`config.mk`:
```
export PLATFORM = sky130hd
export DESIGN_NAME = auth_resp_arbiter
export DESIGN_NICKNAME = d
export VERILOG_FILES = /design/src/rtl/auth_resp_arbiter.sv
export SDC_FILE = /design/constraint.sdc
export NUM_CORES = 1
export LEC_CHECK = 0
export CAP_MARGIN = 25
export CORE_MARGIN = 3
export CORE_UTILIZATION = 41
export CTS_BUF_LIST = sky130_fd_sc_hd__clkbuf_8 sky130_fd_sc_hd__clkbuf_16
export DETAILED_ROUTE_END_ITERATION = 10
export PLACE_DENSITY = 0.8
export SKIP_CTS_REPAIR_TIMING = 1
export SYNTH_ARGS = -nofsm -noshare
export SYNTH_HDL_FRONTEND = slang
export SYNTH_SLANG_ARGS = --single-unit
```
`constraint.sdc`:
```
create_clock -name clk -period 2.3 [get_ports clk]
set_input_delay 0.575 -clock clk [delete_from_list [all_inputs] [get_ports clk]]
set_output_delay 0.575 -clock clk [all_outputs]
set_load 0.01 [all_outputs]
```
`src/rtl/auth_resp_arbiter.sv`:
```
// auth_resp_arbiter: round-robin sharing of one authentication responder between N_REQ requesters, with a response watchdog
`ifndef MSG_LEN
`define MSG_LEN 32
`endif

module auth_resp_arbiter #(
    parameter int N_REQ   = 2,
    parameter int TIMEOUT = 1024
) (
    input  logic                      clk,
    input  logic                      reset,
    input  logic [N_REQ-1:0]          req_valid,
    input  logic [N_REQ*`MSG_LEN-1:0] req_msg,
    output logic [N_REQ-1:0]          req_grant,
    output logic [N_REQ-1:0]          rsp_valid,
    input  logic [N_REQ-1:0]          rsp_ack,
    output logic [`MSG_LEN-1:0]       rsp_msg,
    output logic                      rsp_timeout,
    output logic                      busy,
    output logic                      resp_req_in,
    output logic [`MSG_LEN-1:0]       auth_msg_resp_in,
    output logic                      Ack_in,
    input  logic                      resp_req_out,
    input  logic [`MSG_LEN-1:0]       auth_msg_resp_out
);
    localparam int ML = `MSG_LEN;
    localparam int IW = $clog2(N_REQ);
    localparam int CW = $clog2(TIMEOUT + 1);

    typedef enum logic [1:0] {IDLE, WAIT_RSP, ACK, DELIVER} state_t;

    state_t           r_state;
    logic [IW-1:0]    r_last;
    logic [IW-1:0]    r_idx;
    logic [CW-1:0]    r_cnt;
    logic [N_REQ-1:0] r_req_grant;
    logic [N_REQ-1:0] r_rsp_valid;
    logic [ML-1:0]    r_rsp_msg;
    logic             r_rsp_timeout;
    logic             r_busy;
    logic             r_resp_req_in;
    logic [ML-1:0]    r_auth_msg;
    logic             r_ack_in;

    logic             w_any;
    logic [IW-1:0]    w_idx;
    logic             w_expired;
    logic [N_REQ-1:0] w_idx_onehot;

    assign w_expired    = (r_cnt == CW'(TIMEOUT - 1));
    assign w_idx_onehot = N_REQ'(1) << r_idx;

    // Round-robin search starting just after the last served requester; nearer candidates overwrite farther ones
    always_comb begin
        w_any = 1'b0;
        w_idx = '0;
        for (int k = N_REQ; k >= 1; k--) begin
            if (req_valid[(int'(r_last) + k) % N_REQ]) begin
                w_any = 1'b1;
                w_idx = IW'((int'(r_last) + k) % N_REQ);
            end
        end
    end

    // Transaction FSM: grant, wait for answer or watchdog, acknowledge, deliver
    always_ff @(posedge clk or negedge reset) begin
        if (!reset) begin
            r_state       <= IDLE;
            r_last        <= IW'(N_REQ - 1);
            r_idx         <= '0;
            r_cnt         <= '0;
            r_req_grant   <= '0;
            r_rsp_valid   <= '0;
            r_rsp_msg     <= '0;
            r_rsp_timeout <= 1'b0;
            r_busy        <= 1'b0;
            r_resp_req_in <= 1'b0;
            r_auth_msg    <= '0;
            r_ack_in      <= 1'b0;
        end else begin
            r_req_grant <= '0;
            case (r_state)
                IDLE: begin
                    if (w_any) begin
                        r_idx         <= w_idx;
                        r_auth_msg    <= req_msg[w_idx*ML +: ML];
                        r_req_grant   <= N_REQ'(1) << w_idx;
                        r_resp_req_in <= 1'b1;
                        r_cnt         <= '0;
                        r_busy        <= 1'b1;
                        r_state       <= WAIT_RSP;
                    end
                end
                WAIT_RSP: begin
                    r_cnt <= r_cnt + 1'b1;
                    if (resp_req_out) begin
                        r_rsp_msg     <= auth_msg_resp_out;
                        r_resp_req_in <= 1'b0;
                        r_ack_in      <= 1'b1;
                        r_state       <= ACK;
                    end else if (w_expired) begin
                        r_resp_req_in <= 1'b0;
                        r_rsp_msg     <= '0;
                        r_rsp_timeout <= 1'b1;
                        r_rsp_valid   <= w_idx_onehot;
                        r_state       <= DELIVER;
                    end
                end
                ACK: begin
                    if (!resp_req_out) begin
                        r_ack_in      <= 1'b0;
                        r_rsp_valid   <= w_idx_onehot;
                        r_rsp_timeout <= 1'b0;
                        r_state       <= DELIVER;
                    end
                end
                DELIVER: begin
                    if (rsp_ack[r_idx]) begin
                        r_rsp_valid   <= '0;
                        r_rsp_msg     <= '0;
                        r_rsp_timeout <= 1'b0;
                        r_last        <= r_idx;
                        r_busy        <= 1'b0;
                        r_state       <= IDLE;
                    end
                end
                default: r_state <= IDLE;
            endcase
        end
    end

    assign req_grant        = r_req_grant;
    assign rsp_valid        = r_rsp_valid;
    assign rsp_msg          = r_rsp_msg;
    assign rsp_timeout      = r_rsp_timeout;
    assign busy             = r_busy;
    assign resp_req_in      = r_resp_req_in;
    assign auth_msg_resp_in = r_auth_msg;
    assign Ack_in           = r_ack_in;
endmodule

```
==> results of run 1 <==
state kept, by name, summed over array words and instances, names as in the netlist, 2 cells and up:
name              count
rsp_msg              32
r_state               2
auth_msg_resp_in     32
rsp_valid             2
r_cnt                11
req_grant             2
cells by family after synthesis:
family,synth area share
XOR/XNOR,0.00935
multiplexers,0.0652
adder cells (fa/ha/maj),0.0200
AND/OR/NAND/NOR,0.0956
AO/OA/AOI/OAI,0.191
flip-flops,0.582
buffers and inverters,0.0374
cell type report:
type                            instances  area, µm²
Fill cell                             691       2850
Clock buffer                           10        138
Clock inverter                          6       73.8
Sequential cell                        87       2180
Timing Repair Buffer                  191       1920
Multi-Input combinational cell        205       1450
Tap cell                              108        135
Inverter                               18       67.6
worst max path at each step:
stage / from / endpoint / slack, ns / cells after the start
after global placement: req_valid[1] / r_cnt[9]$_DFFE_PN0P_ / -0.04 / 5
after detailed placement: req_valid[1] / r_cnt[9]$_DFFE_PN0P_ / -0.12 / 5
final: r_state[1]$_DFFE_PN0P_ / rsp_valid[0]$_DFFE_PN0P_ / 0.17 / 6
after CTS: r_state[0]$_DFFE_PN0P_ / r_cnt[9]$_DFFE_PN0P_ / 0.11 / 6
after floorplan: r_state[0]$_DFFE_PN0P_ / r_cnt[8]$_DFFE_PN0P_ / 0.35 / 6
after global routing: r_state[1]$_DFFE_PN0P_ / rsp_valid[0]$_DFFE_PN0P_ / 0.04 / 6
Yosys cell counts (2+ instances only):
library cell	count
dfrtp_1	86
o21ai_0	33
a22o_1	32
nand2_1	30
mux2i_1	21
inv_1	18
nor2_1	15
clkbuf_1	14
a222oi_1	12
a21oi_1	9
ha_1	6
nand3_1	5
buf_2	4
or3_1	4
xnor2_1	4
mux2_2	3
nor4_1	3
nor3b_1	2
o211ai_1	2
or3b_2	2
or4_1	2
critical path, cell delays in order, from the launching register on:
cell and delay [ns]:
dfrtp_1 0.43, inv_1 0.12, ha_1 0.29, or3b_2 0.46, nor4_1 0.26, o21bai_1 0.17
mux2_2 0.29
stage by stage:
step	std cells	hold slack (ns)
after detailed placement	609	0.469
after global routing	625	0.171
after CTS	625	0.163
final	625	0.154
after floorplan	328	0.279
after global placement	609	0.463
power by group:
part | leakage (µW) | switching, µW | internal, µW
sequential | 0.00112 | 440 | 2210
combinational | 0.00140 | 1610 | 1990
clock | 0.000101 | 574 | 547
per-layer routing:
layer  wire length, µm  track usage  vias up
li1                  -            -     1570
met1              4510        0.265     1585
met2              5130        0.351      150
met3               931       0.0661       22
met4               255       0.0798        0
met5                 0            0        -
==> impl_metrics.yaml, run 1 <==
timing:
  maxSlewViolCount: 0
  finClkSkew_ns: 0.0180
  rsz0062_at_grt: "false"
  setup_viol: 0
  setup_ws_ns: 0.172
  fin_tns_setup_ns: 0
  fin_crit_sh: 0.925
  final.min_clock_period_ns: 2.13
  clock.fmax_mhz: 470
  max-slew-margin-rel: 0.698
  tightest_slew_ns: 0.454
  finalHoldViolations: 0
synth:
  synth_seq_cells: 87
  syn-cell-area_um2: 3740
  synth_fp_nets: 437
  synth_top_area_frac: 0.575
  yosysTopAreaCell: "dfrtp_1"
  synthCells: 328
  async_reset_ff_frac: 1.00
  yosysWarnings: 0
  avgSynthCellArea_um2: 11.4
  synth_cell_types: 42
  synth.area.top_cells: "dfrtp_1, a22o_1, mux2i_1"
  seq_area_frac_synth: 0.582
  synth_edf_count: 0
  synth_ff_type: "dfrtp_1"
routing:
  dr_total_vias: 3327
  post-route-drc-count: 0
  wire_per_inst_um: 17.3
  postRouteAntennaNets: 0
  wl_um: 10800
  vias_per_cell: 5.32
  drtIter0Drc: 115
  first_pass_iters: 5
critical_path:
  rr_startpoint: "r_state[1]$_DFFE_PN0P_"
  reg2reg_to: "rsp_valid[0]$_DFFE_PN0P_"
  critPathArrivalTime_ns: 2.38
  required_ns: 2.55
  ff2ff_path_depth: 6
  path_max_fanout: 6
  r2r_setup_slack_ns: 0.17
  critPathCaptureType: "register"
  worstSetupStartpointType: "register"
  worstSetupPathType: "reg2reg"
global_route:
  grt_pass1_wl_um: 17200
  grt_usage: 0.213
  grt_pass1_vias: 3482
  overflow: 0
  antenna_found_initial: 0
  grt_max_degree: 44
die:
  dieArea_um2: 10300
  die_h_um: 102
  initial_utilization: 0.425
  ios: 175
  core_area_um2: 8810
  die-width_um: 102
  fp-row-count: 34
clock_network:
  clock_insertion_delay_worst_skew_ns: 0.36
  clk_pin_slew_worst_paths_ns: 0.09
  cts_buffers: 9
  cts_max_level: 3
  cts_tree: "done"
  clock_path_buffers: 2
  cts_root_buf: "clkbuf_8"
  clock_sinks: 87
flow_run:
  drv_cap: 0
placement:
  place_hpwl_um: 8220
  gp_congestion: 0.878
  place_ws_ns: -0.120
  port_buffers: 174
  placed_area_um2: 5750
layout:
  insertedDiodeCount: 0
  area_growth_pct: 59.1
  drive_gt1_frac: 0.0909
  final_common_cell: "clkdlybuf4s50_1"
  mostFrequentLayoutCells: "clkdlybuf4s50_1, dfrtp_1, o21ai_0"
  utilization: 0.677
  finalInstanceArea_um2: 5960
  layout.nets: 621
min_path:
  hold_path_class: "in2async"
pwr:
  pwr_density_cell_nw_per_um2: 1240
  max-vdd-ir-drop_v: 0.000706
  p_leak_uw: 0.00262
  power_uw: 7370
run_status:
  outcome: "finished clean"
Note: power is estimated with default switching activity, not from simulation.
==> run 2, diff against run 1 <==
--- a/config.mk
+++ b/config.mk
@@ -10,7 +10,9 @@
 export CORE_UTILIZATION = 41
 export CTS_BUF_LIST = sky130_fd_sc_hd__clkbuf_8 sky130_fd_sc_hd__clkbuf_16
 export DETAILED_ROUTE_END_ITERATION = 10
+export MAX_ROUTING_LAYER = met4
 export PLACE_DENSITY = 0.8
+export RECOVER_POWER = 25
 export SKIP_CTS_REPAIR_TIMING = 1
 export SYNTH_ARGS = -nofsm -noshare
 export SYNTH_HDL_FRONTEND = slang
==> run 2 against run 1 <==
The flow now finishes with violations (capacitance limit, slew limit). Critical path depth stayed put. Fmax is 0.40% lower. Flip-flop and latch count stayed put. Non-clock buffer count is the same. Critical endpoint unchanged. First-iteration DRC count decreased by 7.8%. Final cell count unchanged. Die area is the same. Hold slack gained 0.33 ns. Clock power about the same. Register-to-register slack barely moved.
==> impl_metrics.yaml, run 2 (synthesis results as in run 1) <==
run_status:
  outcome: "complete, but fails checks"
  violations: "capacitance limit, slew limit"
clock_network:
  cts_max_level: 3
  cts_buffers: 9
  clock_path_buffers: 2
  clock_insertion_delay_worst_skew_ns: 0.35
  clock_sinks: 87
  clk_pin_slew_worst_paths_ns: 0.10
  cts_root_buf: "clkbuf_8"
  cts_tree: "done"
pwr:
  max-vdd-ir-drop_v: 0.000708
  pwr-share-comb: 0.489
  pwr_density_cell_nw_per_um2: 1240
  p_seq_frac: 0.358
  p_leak_uw: 0.00262
  power_switching_uw: 2630
  switching_share: 0.357
  p_clk_frac: 0.152
  internal_power_uw: 4750
routing:
  post-route-drc-count: 0
  dr_total_vias: 3334
  wl_um: 10900
  wire_per_inst_um: 17.4
  vias_per_cell: 5.33
  drtIter0Drc: 106
  first_pass_iters: 5
  postRouteAntennaNets: 0
timing:
  maxSlewViolCount: 33
  max-slew-margin-rel: -0.248
  setup_viol: 0
  timing.hold.ws_ns: 0.483
  rsz0062_at_grt: "false"
  fin_crit_sh: 0.929
  setup_ws_ns: 0.164
  finalHoldViolations: 0
  final.min_clock_period_ns: 2.14
  tightest_slew_ns: 1.87
  clock.fmax_mhz: 468
  finClkSkew_ns: 0.0181
  fin_tns_setup_ns: 0
die:
  initial_utilization: 0.425
  fp-row-count: 34
  dieArea_um2: 10300
  core_area_um2: 8810
  die_h_um: 102
  die-width_um: 102
  ios: 175
min_path:
  hold_path_class: "reg2reg"
  min_from: "auth_msg_resp_in[23]$_DFFE_PN0P_"
  hold_depth: 2
  hold_path_end: "auth_msg_resp_in[23]$_DFFE_PN0P_"
critical_path:
  worstSetupStartpointType: "register"
  path_max_fanout: 6
  reg2reg_to: "rsp_valid[0]$_DFFE_PN0P_"
  critPathArrivalTime_ns: 2.38
  ff2ff_path_depth: 6
  rr_startpoint: "r_state[1]$_DFFE_PN0P_"
  worstSetupPathType: "reg2reg"
  critPathCaptureType: "register"
  crit_start: "r_state[1]$_DFFE_PN0P_"
  r2r_setup_slack_ns: 0.16
  required_ns: 2.55
placement:
  place_hpwl_um: 8220
  dp_cells: 609
  gp_congestion: 0.893
  port_buffers: 174
  place_ws_ns: -0.120
layout:
  multi_input_area_um2: 1450
  area_growth_pct: 59.0
  finalNonFillerCells: 625
  mostFrequentLayoutCells: "clkdlybuf4s50_1, dfrtp_1, o21ai_0"
  layout.nets: 621
  insertedDiodeCount: 0
  final_common_cell: "clkdlybuf4s50_1"
  seq_area_um2: 2180
  drive_gt1_frac: 0.0890
  fillers: 691
global_route:
  antenna_found_initial: 0
  overflow: 0
  grt_max_degree: 44
  grt_usage: 0.220
  grt_pass1_wl_um: 17100
  grt_pass1_vias: 3504
flow_run:
  drv_cap: 1
==> run 2: cell types whose count changed in the layout (fill, tap and decap cells not counted), sizes merged <==
cell / before / now
clkbuf: 10 / 11
buf: 18 / 17
==> run 2: power groups by stage <==
stage / Combinational (µW) / Clock (µW) / Sequential, µW
global route: 3920 / 1220 / 2740
floorplan: 1360 / 0 / 2880
global placement: 3550 / 0 / 2640
CTS: 3650 / 1150 / 2650
detailed placement: 3650 / 0 / 2640
finish: 3610 / 1120 / 2640
==> run 2: layout make-up <==
class                      count  share of cell area
inverter                      18              0.0113
tap                          108              0.0227
multi-input combinational    205               0.243
clock buffer                  10              0.0231
sequential                    87               0.366
timing repair buffer         191               0.321
clock inverter                 6              0.0124
==> run 2: stage by stage <==
stage                     utilization  power (µW)  instance area (µm²)
after global placement          0.652        6190                 5750
after CTS                       0.676        7460                 5960
after global routing            0.676        7870                 5960
after floorplan                     -        4240                 3740
after detailed placement        0.652        6300                 5750
final                           0.676        7380                 5960
==> run 2: worst max-delay path: stages (launching register included) <==
cell      delay, ns
dfrtp_1        0.43
inv_1          0.12
ha_1           0.29
or3b_2         0.46
nor4_1         0.27
o21bai_1       0.17
mux2_2         0.29
==> run 2: layer usage <==
layer / vias to the layer above / share of wire / global-route usage
met5: - / 0 / -
met4: 0 / 0.021 / 0.0798
met3: 20 / 0.065 / 0.0496
met2: 140 / 0.49 / 0.350
met1: 1605 / 0.43 / 0.277
li1: 1569 / - / -
==> run 2: worst max path at each step <==
stage	endpoint	slack, ns
after floorplan	r_cnt[8]$_DFFE_PN0P_	0.35
after global placement	r_cnt[9]$_DFFE_PN0P_	-0.04
after detailed placement	r_cnt[9]$_DFFE_PN0P_	-0.12
after CTS	r_cnt[9]$_DFFE_PN0P_	0.11
after global routing	rsp_valid[0]$_DFFE_PN0P_	0.04
final	rsp_valid[0]$_DFFE_PN0P_	0.16
==> run 3, diff against run 2 <==
--- a/config.mk
+++ b/config.mk
@@ -6,12 +6,13 @@
 export NUM_CORES = 1
 export LEC_CHECK = 0
 export CAP_MARGIN = 25
+export CELL_PAD_IN_SITES_DETAIL_PLACEMENT = 1
+export CELL_PAD_IN_SITES_GLOBAL_PLACEMENT = 1
 export CORE_MARGIN = 3
-export CORE_UTILIZATION = 41
-export CTS_BUF_LIST = sky130_fd_sc_hd__clkbuf_8 sky130_fd_sc_hd__clkbuf_16
+export CORE_UTILIZATION = 31
 export DETAILED_ROUTE_END_ITERATION = 10
 export MAX_ROUTING_LAYER = met4
-export PLACE_DENSITY = 0.8
+export PLACE_DENSITY_LB_ADDON = 0.1
 export RECOVER_POWER = 25
 export SKIP_CTS_REPAIR_TIMING = 1
 export SYNTH_ARGS = -nofsm -noshare
==> run 3 against run 2 <==
The run now ends clean. Hold slack got worse by 0.035 ns. Non-clock buffer count increased by 3. Via count shrank 0.51%. Clock power grew 29%. Clock skew shrank 0.012 ns. Count of clock-buffer cells in the layout increased by 2. Power is 5.4% higher. Sequential power is essentially flat. Final cell count increased by 5.9%.
==> impl_metrics.yaml, run 3 (synthesis results as in run 1) <==
global_route:
  overflow: 0
  grt_max_degree: 44
  use_met2: 0.307
  grt_pass1_vias: 3591
  grt_usage: 0.182
  met1_usage: 0.206
  met3_usage: 0.0569
  gr-max-usage-layer: "met2"
  antenna_found_initial: 0
  grt_pass1_wl_um: 18500
pwr:
  power_switching_uw: 2660
  pwr-share-comb: 0.478
  p_clk_frac: 0.185
  internal_power_uw: 5110
  switching_share: 0.342
  p_seq_frac: 0.338
  power_uw: 7780
  pwr_density_cell_nw_per_um2: 1270
  p_leak_uw: 0.00267
  max-vdd-ir-drop_v: 0.000586
min_path:
  hold_path_class: "in2async"
layout:
  insertedDiodeCount: 0
  finalNonFillerCells: 662
  mostFrequentLayoutCells: "clkdlybuf4s50_1, dfrtp_1, o21ai_0"
  drive_gt1_frac: 0.0867
  area_growth_pct: 62.9
  utilization: 0.525
  layout.nets: 624
  final_common_cell: "clkdlybuf4s50_1"
  finalInstanceArea_um2: 6100
timing:
  finClkSkew_ns: 0.00582
  fin_crit_sh: 0.933
  tightest_slew_ns: 1.11
  rsz0062_at_grt: "false"
  finalHoldViolations: 0
  clock.fmax_mhz: 466
  setup_viol: 0
  maxSlewViolCount: 0
  max-slew-margin-rel: 0.258
  final.min_clock_period_ns: 2.15
critical_path:
  slowest_stage: "or4_1"
  path_delay_family: "simple AND/OR/NAND/NOR gates"
  critPathArrivalTime_ns: 2.40
  path_cells: "inv_1 -> ha_1 -> nor3b_1 -> or4_1 -> or3_1 -> a21oi_1"
  worstSetupStartpointType: "register"
  crit_buf_inv: 1
  worstSetupPathType: "reg2reg"
  path_max_fanout: 5
  required_ns: 2.55
  crit_path_max_incr_delay_ns: 0.57
  critPathCaptureType: "register"
die:
  initial_utilization: 0.322
  dieArea_um2: 13400
  die-width_um: 116
  ios: 175
  fp-row-count: 39
  die_h_um: 116
  core_area_um2: 11600
flow_run:
  drv_cap: 0
placement:
  placed_area_um2: 5830
  dp_cells: 647
  place_hpwl_um: 9010
  port_buffers: 174
  gp_congestion: 0.777
run_status:
  outcome: "finished clean"
routing:
  wire_per_inst_um: 18.0
  vias_per_cell: 5.01
  drtIter0Drc: 148
  first_pass_iters: 4
  wl_um: 11900
  postRouteAntennaNets: 0
  dr_total_vias: 3317
  post-route-drc-count: 0
clock_network:
  clock_sinks: 87
  clock_insertion_delay_worst_skew_ns: 0.33
  cts_root_buf: "clkbuf_16"
  cts_buffers: 9
  clock_path_buffers: 2
  cts_tree: "done"
  cts_max_level: 3
  clk_pin_slew_worst_paths_ns: 0.06
-- run 3: changes by cell type in the layout (fill, tap and decap cells not counted), moves of 2 or more --
cell | previous run | this run
inv_6 | 2 | 0
clkbuf_2 | 0 | 2
clkinvlp_4 | 2 | 0
clkbuf_8 | 10 | 1
clkbuf_1 | 1 | 4
clkbuf_16 | 0 | 9
-- run 3: area by class of cell --
cell class / count / area [µm²]
Fill cell: 1271 / 5510
Sequential cell: 87 / 2180
Timing Repair Buffer: 194 / 1930
Multi-Input combinational cell: 205 / 1460
Clock buffer: 12 / 246
Tap cell: 143 / 179
Inverter: 18 / 67.6
Clock inverter: 3 / 43.8
-- run 3: worst paths after layout --
path	start	endpoint	cells past startpoint	slack (ns)
setup / recovery	r_state[0]$_DFFE_PN0P_	r_cnt[7]$_DFFE_PN0P_	6	0.15
hold / removal	reset	r_cnt[6]$_DFFE_PN0P_	1	0.45
setup reg to reg	r_state[0]$_DFFE_PN0P_	r_cnt[7]$_DFFE_PN0P_	6	0.15
hold reg to reg	auth_msg_resp_in[28]$_DFFE_PN0P_	auth_msg_resp_in[28]$_DFFE_PN0P_	2	0.48
max in group asynchronous	reset	auth_msg_resp_in[1]$_DFFE_PN0P_	2	0.49
min in group clk	auth_msg_resp_in[28]$_DFFE_PN0P_	auth_msg_resp_in[28]$_DFFE_PN0P_	2	0.48
-- run 3: through the flow --
stage / setup slack, ns / hold WS (ns) / setup TNS (ns)
3_5_place_dp: -0.127 / 0.473 / -1.25
5_1_grt: 0.0210 / 0.519 / 0
6_report: 0.153 / 0.448 / 0
2_1_floorplan: 0.347 / 0.279 / 0
4_1_cts: 0.148 / 0.267 / 0
3_3_place_gp: -0.0419 / 0.463 / -0.453
-- run 3: worst reg2reg max path, cell delays in order (launching register included) --
cell and delay, ns:
dfrtp_1 0.42, inv_1 0.11, ha_1 0.29, nor3b_1 0.21
or4_1 0.57, or3_1 0.33, a21oi_1 0.14
-- run 3: metal layers --
| metal | part of all wire | vias to the layer above |
|---|---|---|
| li1 | - | 1571 |
| met4 | 0.013 | 0 |
| met5 | 0 | - |
| met3 | 0.080 | 11 |
| met2 | 0.52 | 114 |
| met1 | 0.39 | 1621 |
-- run 3: power by group through the flow --
stage          Clock (µW)  Combinational, µW  Sequential [µW]
2_1_floorplan           0               1360             2880
3_3_place_gp            0               3690             2610
3_5_place_dp            0               3790             2640
4_1_cts              1480               3800             2640
5_1_grt              1540               4060             2730
6_report             1440               3710             2630
